**src/rtl/mem_to_axi_master.sv**
```systemverilog
`default_nettype none
// +-----------------------------------------------------------------------------+
// | mem_to_axi_master: req/gnt/rvalid memory port to single-beat AXI4 manager  |
// | Revision: 1.0                                                               |
// +-----------------------------------------------------------------------------+

package core_v_mcu_pkg;
   localparam int unsigned AXI_ADDR_WIDTH = 32;
   localparam int unsigned AXI_DATA_WIDTH = 64;
   localparam int unsigned AXI_ID_WIDTH   = 4;
   localparam int unsigned AXI_USER_WIDTH = 1;

   typedef struct packed {
      logic [AXI_ID_WIDTH-1:0]   id;
      logic [AXI_ADDR_WIDTH-1:0] addr;
      logic [7:0]                len;
      logic [2:0]                size;
      logic [1:0]                burst;
      logic                      lock;
      logic [3:0]                cache;
      logic [2:0]                prot;
      logic [3:0]                qos;
      logic [3:0]                region;
      logic [5:0]                atop;
      logic [AXI_USER_WIDTH-1:0] user;
   } axi_aw_chan_t;

   typedef struct packed {
      logic [AXI_ID_WIDTH-1:0]   id;
      logic [AXI_ADDR_WIDTH-1:0] addr;
      logic [7:0]                len;
      logic [2:0]                size;
      logic [1:0]                burst;
      logic                      lock;
      logic [3:0]                cache;
      logic [2:0]                prot;
      logic [3:0]                qos;
      logic [3:0]                region;
      logic [AXI_USER_WIDTH-1:0] user;
   } axi_ar_chan_t;

   typedef struct packed {
      logic [AXI_DATA_WIDTH-1:0]   data;
      logic [AXI_DATA_WIDTH/8-1:0] strb;
      logic                        last;
      logic [AXI_USER_WIDTH-1:0]   user;
   } axi_w_chan_t;

   typedef struct packed {
      logic [AXI_ID_WIDTH-1:0]   id;
      logic [1:0]                resp;
      logic [AXI_USER_WIDTH-1:0] user;
   } axi_b_chan_t;

   typedef struct packed {
      logic [AXI_ID_WIDTH-1:0]   id;
      logic [AXI_DATA_WIDTH-1:0] data;
      logic [1:0]                resp;
      logic                      last;
      logic [AXI_USER_WIDTH-1:0] user;
   } axi_r_chan_t;

   typedef struct packed {
      axi_aw_chan_t aw;
      logic         aw_valid;
      axi_w_chan_t  w;
      logic         w_valid;
      logic         b_ready;
      axi_ar_chan_t ar;
      logic         ar_valid;
      logic         r_ready;
   } axi_mst_req_t;

   typedef struct packed {
      logic        aw_ready;
      logic        ar_ready;
      logic        w_ready;
      logic        b_valid;
      axi_b_chan_t b;
      logic        r_valid;
      axi_r_chan_t r;
   } axi_mst_rsp_t;
endpackage

module mem_to_axi_master #(
   parameter int unsigned AddrWidth = 32,
   parameter logic [core_v_mcu_pkg::AXI_ID_WIDTH-1:0] IdValue = '0,
   parameter logic [3:0] AxCache = 4'b0010,
   parameter logic [2:0] AxProt  = 3'b000
) (
   input  logic                          clk_i,
   input  logic                          rst_i,
   input  logic                          mem_req_i,
   output logic                          mem_gnt_o,
   input  logic [AddrWidth-1:0]          mem_addr_i,
   input  logic                          mem_we_i,
   input  logic [63:0]                   mem_wdata_i,
   input  logic [7:0]                    mem_be_i,
   output logic                          mem_rvalid_o,
   output logic [63:0]                   mem_rdata_o,
   output logic                          mem_err_o,
   output core_v_mcu_pkg::axi_mst_req_t  axi_req_o,
   input  core_v_mcu_pkg::axi_mst_rsp_t  axi_rsp_i
);
   import core_v_mcu_pkg::*;

   typedef enum logic [2:0] {
      IDLE   = 3'd0,
      WR_REQ = 3'd1,
      WR_RSP = 3'd2,
      RD_REQ = 3'd3,
      RD_RSP = 3'd4
   } state_e;

   state_e                    r_state, w_state_next;
   logic [AddrWidth-1:0]      r_addr;
   logic [63:0]               r_wdata;
   logic [7:0]                r_be;
   logic                      r_aw_done, r_w_done;
   logic                      r_rvalid, r_err;
   logic [63:0]               r_rdata;
   logic [AXI_ADDR_WIDTH-1:0] w_axi_addr;
   logic                      w_aw_valid, w_w_valid;
   logic                      w_aw_fin, w_w_fin;
   logic                      w_b_hs, w_r_hs;
   logic                      w_unused;

   generate
      if (AddrWidth >= AXI_ADDR_WIDTH) begin : g_addr_trunc
         assign w_axi_addr = r_addr[AXI_ADDR_WIDTH-1:0];
      end else begin : g_addr_ext
         assign w_axi_addr = {{(AXI_ADDR_WIDTH-AddrWidth){1'b0}}, r_addr};
      end
   endgenerate

   // AXI valids decode purely from registered state, never from ready inputs
   assign w_aw_valid = (r_state == WR_REQ) && !r_aw_done;
   assign w_w_valid  = (r_state == WR_REQ) && !r_w_done;
   assign w_aw_fin   = r_aw_done || (w_aw_valid && axi_rsp_i.aw_ready);
   assign w_w_fin    = r_w_done  || (w_w_valid  && axi_rsp_i.w_ready);
   assign w_b_hs     = (r_state == WR_RSP) && axi_rsp_i.b_valid;
   assign w_r_hs     = (r_state == RD_RSP) && axi_rsp_i.r_valid;

   assign mem_gnt_o    = (r_state == IDLE) && mem_req_i;
   assign mem_rvalid_o = r_rvalid;
   assign mem_err_o    = r_err;
   assign mem_rdata_o  = r_rdata;

   always_ff @(posedge clk_i or posedge rst_i) begin
      if (rst_i) r_state <= IDLE;
      else       r_state <= w_state_next;
   end

   always_comb begin
      w_state_next = r_state;
      case (r_state)
         IDLE:    if (mem_req_i) w_state_next = mem_we_i ? WR_REQ : RD_REQ;
         WR_REQ:  if (w_aw_fin && w_w_fin) w_state_next = WR_RSP;
         WR_RSP:  if (axi_rsp_i.b_valid) w_state_next = IDLE;
         RD_REQ:  if (axi_rsp_i.ar_ready) w_state_next = RD_RSP;
         RD_RSP:  if (axi_rsp_i.r_valid) w_state_next = IDLE;
         default: w_state_next = IDLE;
      endcase
   end

   always_ff @(posedge clk_i or posedge rst_i) begin
      if (rst_i) begin
         r_addr    <= '0;
         r_wdata   <= '0;
         r_be      <= '0;
         r_aw_done <= 1'b0;
         r_w_done  <= 1'b0;
         r_rvalid  <= 1'b0;
         r_err     <= 1'b0;
         r_rdata   <= '0;
      end else begin
         if (mem_gnt_o) begin
            r_addr  <= mem_addr_i;
            r_wdata <= mem_wdata_i;
            r_be    <= mem_be_i;
         end
         if (r_state == IDLE) begin
            r_aw_done <= 1'b0;
            r_w_done  <= 1'b0;
         end else if (r_state == WR_REQ) begin
            r_aw_done <= w_aw_fin;
            r_w_done  <= w_w_fin;
         end
         r_rvalid <= w_b_hs || w_r_hs;
         r_err    <= (w_b_hs && axi_rsp_i.b.resp[1]) || (w_r_hs && axi_rsp_i.r.resp[1]);
         if (w_r_hs) r_rdata <= axi_rsp_i.r.data;
      end
   end

   always_comb begin
      axi_req_o           = '0;
      axi_req_o.aw.id     = IdValue;
      axi_req_o.aw.addr   = w_axi_addr;
      axi_req_o.aw.size   = 3'b011;
      axi_req_o.aw.burst  = 2'b01;
      axi_req_o.aw.cache  = AxCache;
      axi_req_o.aw.prot   = AxProt;
      axi_req_o.aw_valid  = w_aw_valid;
      axi_req_o.w.data    = r_wdata;
      axi_req_o.w.strb    = r_be;
      axi_req_o.w.last    = 1'b1;
      axi_req_o.w_valid   = w_w_valid;
      axi_req_o.b_ready   = (r_state == WR_RSP);
      axi_req_o.ar.id     = IdValue;
      axi_req_o.ar.addr   = w_axi_addr;
      axi_req_o.ar.size   = 3'b011;
      axi_req_o.ar.burst  = 2'b01;
      axi_req_o.ar.cache  = AxCache;
      axi_req_o.ar.prot   = AxProt;
      axi_req_o.ar_valid  = (r_state == RD_REQ);
      axi_req_o.r_ready   = (r_state == RD_RSP);
   end

   // Response IDs, user bits and r.last carry no information with one outstanding beat
   assign w_unused = ^{axi_rsp_i.b.id, axi_rsp_i.b.user, axi_rsp_i.b.resp[0],
                       axi_rsp_i.r.id, axi_rsp_i.r.user, axi_rsp_i.r.resp[0], axi_rsp_i.r.last};
endmodule

`default_nettype wire

```
**config.mk**
```make
export PLATFORM = sky130hd
export DESIGN_NAME = mem_to_axi_master
export DESIGN_NICKNAME = d
export VERILOG_FILES = /design/src/rtl/mem_to_axi_master.sv
export SDC_FILE = /design/constraint.sdc
export NUM_CORES = 1
export LEC_CHECK = 0
export CORE_AREA = 5 5 180 182
export CTS_BUF_LIST = sky130_fd_sc_hd__clkbuf_8 sky130_fd_sc_hd__clkbuf_16
export CTS_CLUSTER_DIAMETER = 200
export CTS_CLUSTER_SIZE = 25
export DETAILED_ROUTE_END_ITERATION = 7
export DIE_AREA = 0 0 185 187
export PLACE_DENSITY_LB_ADDON = 0.15
export SYNTH_ARGS = -nofsm -noshare
export SYNTH_HDL_FRONTEND = slang
export SYNTH_SLANG_ARGS = --single-unit
```
**constraint.sdc**
```tcl
create_clock -name clk_i -period 10.7 [get_ports clk_i]
set_input_delay 1.07 -clock clk_i [delete_from_list [all_inputs] [get_ports clk_i]]
set_output_delay 1.07 -clock clk_i [all_outputs]
set_load 0.02 [all_outputs]
```
Word-level counts from Yosys, hierarchy flattened --
Cells that the tools add are included.
Cells by class: equality and inequality tests 9, reductions and logical operators 19, mux-type cells 11
Operator list (number):
- $mux W3 | 5
- $pmux W3 S5 | 1
- $logic_and A1 B1 Y1 | 10
- $ne A2 B1 Y1 const B | 4
- $eq A3 B2 Y1 const B | 2
- $reduce_and A5 Y1 | 1
- $logic_or A1 B1 Y1 | 4
- $mux W1 | 4
- $eq A3 B1 Y1 const B | 1
- $eq A3 B3 Y1 const B | 1
- $logic_not A3 Y1 | 1
- $logic_not A1 Y1 | 2
- $mux W2 | 1
- $ne A2 B2 Y1 const B | 1
- $reduce_bool A2 Y1 | 1
Word-level totals: input bits 192, word-level logic and storage cells 48, register bits after elaboration 175, output and inout bits 284

Logic depth before layout (Yosys ltp) --
word-level depth 7, mapped depth 6

Least setup slack after synthesis --
OpenSTA, ideal clock, no wires.
path type in2out, from in mem_req_i, to out mem_gnt_o, setup slack 7972 ps, stages 4, arrival time 1658 ps, required time 9630 ps, buffers on the path 2, cell sequence nand2b_4 -> nor3_4 -> buf_4 -> buf_6
Between the ends: word-level cells in the longest chain between the ends 1
Ends and longest elaborated chain:
- start, declared | line 93 | input logic mem_req_i,
- $logic_and A1 B1 Y1 | line 144 | assign mem_gnt_o = (r_state == IDLE) && mem_req_i;
- end, declared | line 94 | output logic mem_gnt_o,
No other way between the ends.

Worst setup path after layout --
Ends and elaborated chain as after synthesis.

==> run_summary.xml <==
<?xml version="1.0" encoding="UTF-8"?>
<metrics>
  <group name="status">
    <metric name="outcome" unit="">finished clean</metric>
  </group>
  <group name="logic_synthesis">
    <metric name="dominantRegCellSynth" unit="">sky130_fd_sc_hd__dfrtp_1</metric>
    <metric name="yosys.area.top_type" unit="">sky130_fd_sc_hd__dfrtp_1</metric>
    <metric name="synth.avg_cell_area" unit="µm²">14.8</metric>
    <metric name="yosys-top-cells-area" unit="">sky130_fd_sc_hd__dfrtp_1 (58%), sky130_fd_sc_hd__mux2_2 (17%), sky130_fd_sc_hd__buf_4 (11%), sky130_fd_sc_hd__mux2_1 (8.4%), sky130_fd_sc_hd__buf_6 (1.5%)</metric>
    <metric name="gate_count_after_technology_mapping" unit="">507</metric>
    <metric name="cell_with_the_most_instances_after_synthesis" unit="">sky130_fd_sc_hd__dfrtp_1</metric>
    <metric name="synth_edf_count" unit="">0</metric>
    <metric name="post_synth_most_frequent_cells" unit="">sky130_fd_sc_hd__dfrtp_1 (175), sky130_fd_sc_hd__buf_4 (112), sky130_fd_sc_hd__mux2_2 (112)</metric>
    <metric name="synth.distinct_cells" unit="">26</metric>
    <metric name="synth_top_cell_area_share" unit="%">58.5</metric>
    <metric name="syn_area" unit="µm²">7490</metric>
    <metric name="synth-seq-cells" unit="">175</metric>
    <metric name="yosys_warnings" unit="">0</metric>
    <metric name="synth.yosys.seq_area_share" unit="%">58.5</metric>
    <metric name="async_flop_share" unit="%">100</metric>
  </group>
  <group name="clock_tree">
    <metric name="h-tree-depth" unit="">4</metric>
    <metric name="worst_setup_hold_path_clk_slew" unit="ns">0.07</metric>
    <metric name="tritoncts_num_sinks" unit="">175</metric>
    <metric name="clk_root_buffer_cell" unit="">sky130_fd_sc_hd__clkbuf_16</metric>
    <metric name="cts_tree" unit="">done</metric>
    <metric name="number_of_hold_repair_buffers_added_at_the_cts_stage" unit="">0</metric>
    <metric name="numCtsBuffers" unit="">17</metric>
    <metric name="post_cts_gate_resize_count" unit="">0</metric>
    <metric name="clk_latency" unit="ns">0.43</metric>
    <metric name="post_cts_buffers" unit="">0</metric>
    <metric name="number_of_buffers_on_the_longest_clock_path" unit="">2</metric>
  </group>
  <group name="sta">
    <metric name="setup_repair_after_global_routing_missed_its_margin" unit="">false</metric>
    <metric name="max_clock_freq" unit="MHz">267</metric>
    <metric name="finalSetupViolCount" unit="">0</metric>
    <metric name="min_period" unit="ns">3.75</metric>
    <metric name="final_min_period_over_clock_period" unit="%">35.0</metric>
    <metric name="timing_max_transition_violations_final" unit="">0</metric>
    <metric name="slew-limit-headroom" unit="%">38.8</metric>
    <metric name="timing_hold_violations_final" unit="">0</metric>
    <metric name="final_worst_clock_skew" unit="ns">0.0148</metric>
    <metric name="tightestPinTransition" unit="ns">0.918</metric>
    <metric name="final.setup.tns" unit="ns">0</metric>
  </group>
  <group name="route">
    <metric name="drc_errors" unit="">0</metric>
    <metric name="detail_route.iter0.violations" unit="">122</metric>
    <metric name="detail_route.wl_per_cell" unit="µm">16.8</metric>
    <metric name="postRouteWirelength" unit="µm">21300</metric>
    <metric name="drtPass1Iterations" unit="">4</metric>
    <metric name="viasPerCell" unit="">3.87</metric>
    <metric name="drt.antenna.violating_nets" unit="">0</metric>
    <metric name="detailroute.via_count" unit="">4909</metric>
  </group>
  <group name="power_and_ir_drop">
    <metric name="p_leak" unit="nW">4.96</metric>
    <metric name="p_total" unit="mW">3.68</metric>
    <metric name="p_per_area" unit="nW/µm²">313</metric>
    <metric name="ir_drop" unit="mV">0.175</metric>
  </group>
  <group name="critical_path">
    <metric name="arrival" unit="ns">2.68</metric>
    <metric name="critPathKind" unit="">input port to output pin</metric>
    <metric name="crit_fanout" unit="">2</metric>
    <metric name="timing.reg2reg.setup_slack" unit="ns">8.50</metric>
    <metric name="r2r_cells" unit="">3</metric>
    <metric name="critical_path_depth" unit="">4</metric>
    <metric name="crit_path_cell_trace" unit="">clkdlybuf4s50_1 -&gt; nand2b_4 -&gt; nor3_4 -&gt; clkdlybuf4s50_1</metric>
    <metric name="crit_path_max_incr_delay" unit="ns">0.68</metric>
    <metric name="timing.critical_path.max_delay_family" unit="">buffers and inverters</metric>
    <metric name="critPathRequiredTime" unit="ns">9.63</metric>
    <metric name="startpoint_kind_of_the_worst_setup_timing_path" unit="">input port</metric>
    <metric name="endpoint_kind" unit="">output pin</metric>
    <metric name="cpMaxStageDelayCell" unit="">sky130_fd_sc_hd__clkdlybuf4s50_1</metric>
    <metric name="crit_buf_inv" unit="">2</metric>
    <metric name="critical_path.most_common_cell" unit="">sky130_fd_sc_hd__clkdlybuf4s50_1</metric>
  </group>
  <group name="final_layout">
    <metric name="final_design_area_no_fill" unit="µm²">11800</metric>
    <metric name="fillers" unit="">2932</metric>
    <metric name="multi_input_comb_area" unit="µm²">2370</metric>
    <metric name="register_area" unit="µm²">4380</metric>
    <metric name="syn_to_final_growth" unit="%">57.1</metric>
    <metric name="post_route_cells_drive_above_1_share" unit="%">17.6</metric>
    <metric name="finish.net_count" unit="">1050</metric>
  </group>
  <group name="die">
    <metric name="start_util" unit="%">24.6</metric>
    <metric name="die_w" unit="µm">185</metric>
    <metric name="core-area" unit="µm²">30400</metric>
    <metric name="boundaryPins" unit="">476</metric>
    <metric name="fp.dieH" unit="µm">187</metric>
    <metric name="num_rows" unit="">64</metric>
    <metric name="design.die.area" unit="µm²">34600</metric>
  </group>
  <group name="grt">
    <metric name="met2_usage" unit="%">20.0</metric>
    <metric name="largest_net_degree_at_the_start_of_global_routing" unit="">105</metric>
    <metric name="global_route_wire_length_before_repair" unit="µm">32000</metric>
    <metric name="met3_usage" unit="%">5.99</metric>
    <metric name="groute.layer.met1.usage" unit="%">13.5</metric>
    <metric name="grt_remaining_overflow" unit="">0</metric>
    <metric name="first_global_vias" unit="">5302</metric>
    <metric name="grt_antenna_before_repair" unit="">2</metric>
    <metric name="groute.usage.overall" unit="%">12.0</metric>
    <metric name="busiest_layer" unit="">met2</metric>
  </group>
  <group name="job">
    <metric name="cap_viol_max_count" unit="">0</metric>
  </group>
  <group name="placed_design">
    <metric name="port-buffer-count" unit="">386</metric>
    <metric name="finalWeightedCongestion" unit="">0.699</metric>
    <metric name="instance_area_after_placement" unit="µm²">11200</metric>
    <metric name="place_hpwl" unit="µm">15900</metric>
  </group>
  <group name="worst_hold_path">
    <metric name="timing.hold.worst.class" unit="">register to register</metric>
    <metric name="timing.hold.worst_path_depth" unit="">1</metric>
  </group>
</metrics>
worst paths after layout:
kind / startpoint / endpoint
max: mem_req_i / mem_gnt_o
min: r_wdata[13]$_DFFE_PP0P_ / r_wdata[13]$_DFFE_PP0P_
max reg2reg: r_state[1]$_DFFE_PP0P_ / mem_rdata_o[20]$_DFFE_PP0P_
min reg2reg: r_wdata[13]$_DFFE_PP0P_ / r_wdata[13]$_DFFE_PP0P_
max in group asynchronous: rst_i / r_wdata[47]$_DFFE_PP0P_
min in group asynchronous: rst_i / r_wdata[32]$_DFFE_PP0P_
layout make-up:
cell class,count,area share (%)
diodes,1,0.0213
clock buffers,18,3.73
clock inverters,14,1.30
inverters,3,0.138
multi-input cells,272,20.2
flip-flops and latches,175,37.2
well taps,396,4.21
repair buffers,389,33.2
where the power goes:
part / internal (mW) / switching (mW)
combinational: 0.972 / 0.890
sequential: 0.985 / 0.184
clock: 0.356 / 0.290
total: 2.31 / 1.36
cells in the final DEF (no fill, tap or decap), types with 2 or more instances in the layout:
master,count
sky130_fd_sc_hd__mux2_1,56
sky130_fd_sc_hd__nand2_1,3
sky130_fd_sc_hd__clkdlybuf4s50_1,386
sky130_fd_sc_hd__bufinv_16,2
sky130_fd_sc_hd__inv_1,2
sky130_fd_sc_hd__clkinv_2,3
sky130_fd_sc_hd__and3b_1,2
sky130_fd_sc_hd__mux2_2,112
sky130_fd_sc_hd__buf_4,2
sky130_fd_sc_hd__dfrtp_1,175
sky130_fd_sc_hd__inv_6,9
sky130_fd_sc_hd__nor2_1,6
sky130_fd_sc_hd__a21oi_1,2
sky130_fd_sc_hd__clkbuf_16,17
sky130_fd_sc_hd__o22ai_1,2
sky130_fd_sc_hd__conb_1,76
stage by stage:
step / std cells / utilization, % / hold WS [ns] / setup WS [ns]
floorplan: 581 / - / 0.485 / 4.88
global placement: 1235 / 36.7 / 0.467 / 6.91
detailed placement: 1235 / 36.7 / 0.475 / 6.92
CTS: 1267 / 38.6 / 0.494 / 6.91
global route: 1268 / 38.6 / 0.502 / 6.89
finish: 1268 / 38.6 / 0.486 / 6.95
sequential cells by signal, indices dropped and copies added, names as in the netlist:
signal	count
r_wdata	64
mem_rvalid_o	1
r_state	3
mem_rdata_o	64
r_w_done	1
r_aw_done	1
r_be	8
mem_err_o	1
r_addr	32
layer usage:
layer / share of wire (%) / up-vias
met1: 37 / 2387
met2: 50 / 250
met3: 12 / 15
met5: 0.094 / -
li1: - / 2255
met4: 1.4 / 2
worst register-to-register path, cell delays in order (launching register included):
cell and delay [ns]:
sky130_fd_sc_hd__dfrtp_1 0.54, sky130_fd_sc_hd__nor3b_4 0.29, sky130_fd_sc_hd__and2_4 0.78, sky130_fd_sc_hd__mux2_2 0.46
logic make-up after synthesis:
group | count (synthesis) | synth area share (%)
other | 2 | 0.100
multiplexers | 168 | 25.3
flip-flops | 175 | 58.5
AND/OR/NAND/NOR | 19 | 1.79
AO/OA/AOI/OAI | 9 | 0.852
buffers and inverters | 134 | 13.5
No activity file was read; power rests on OpenSTA's default activity.
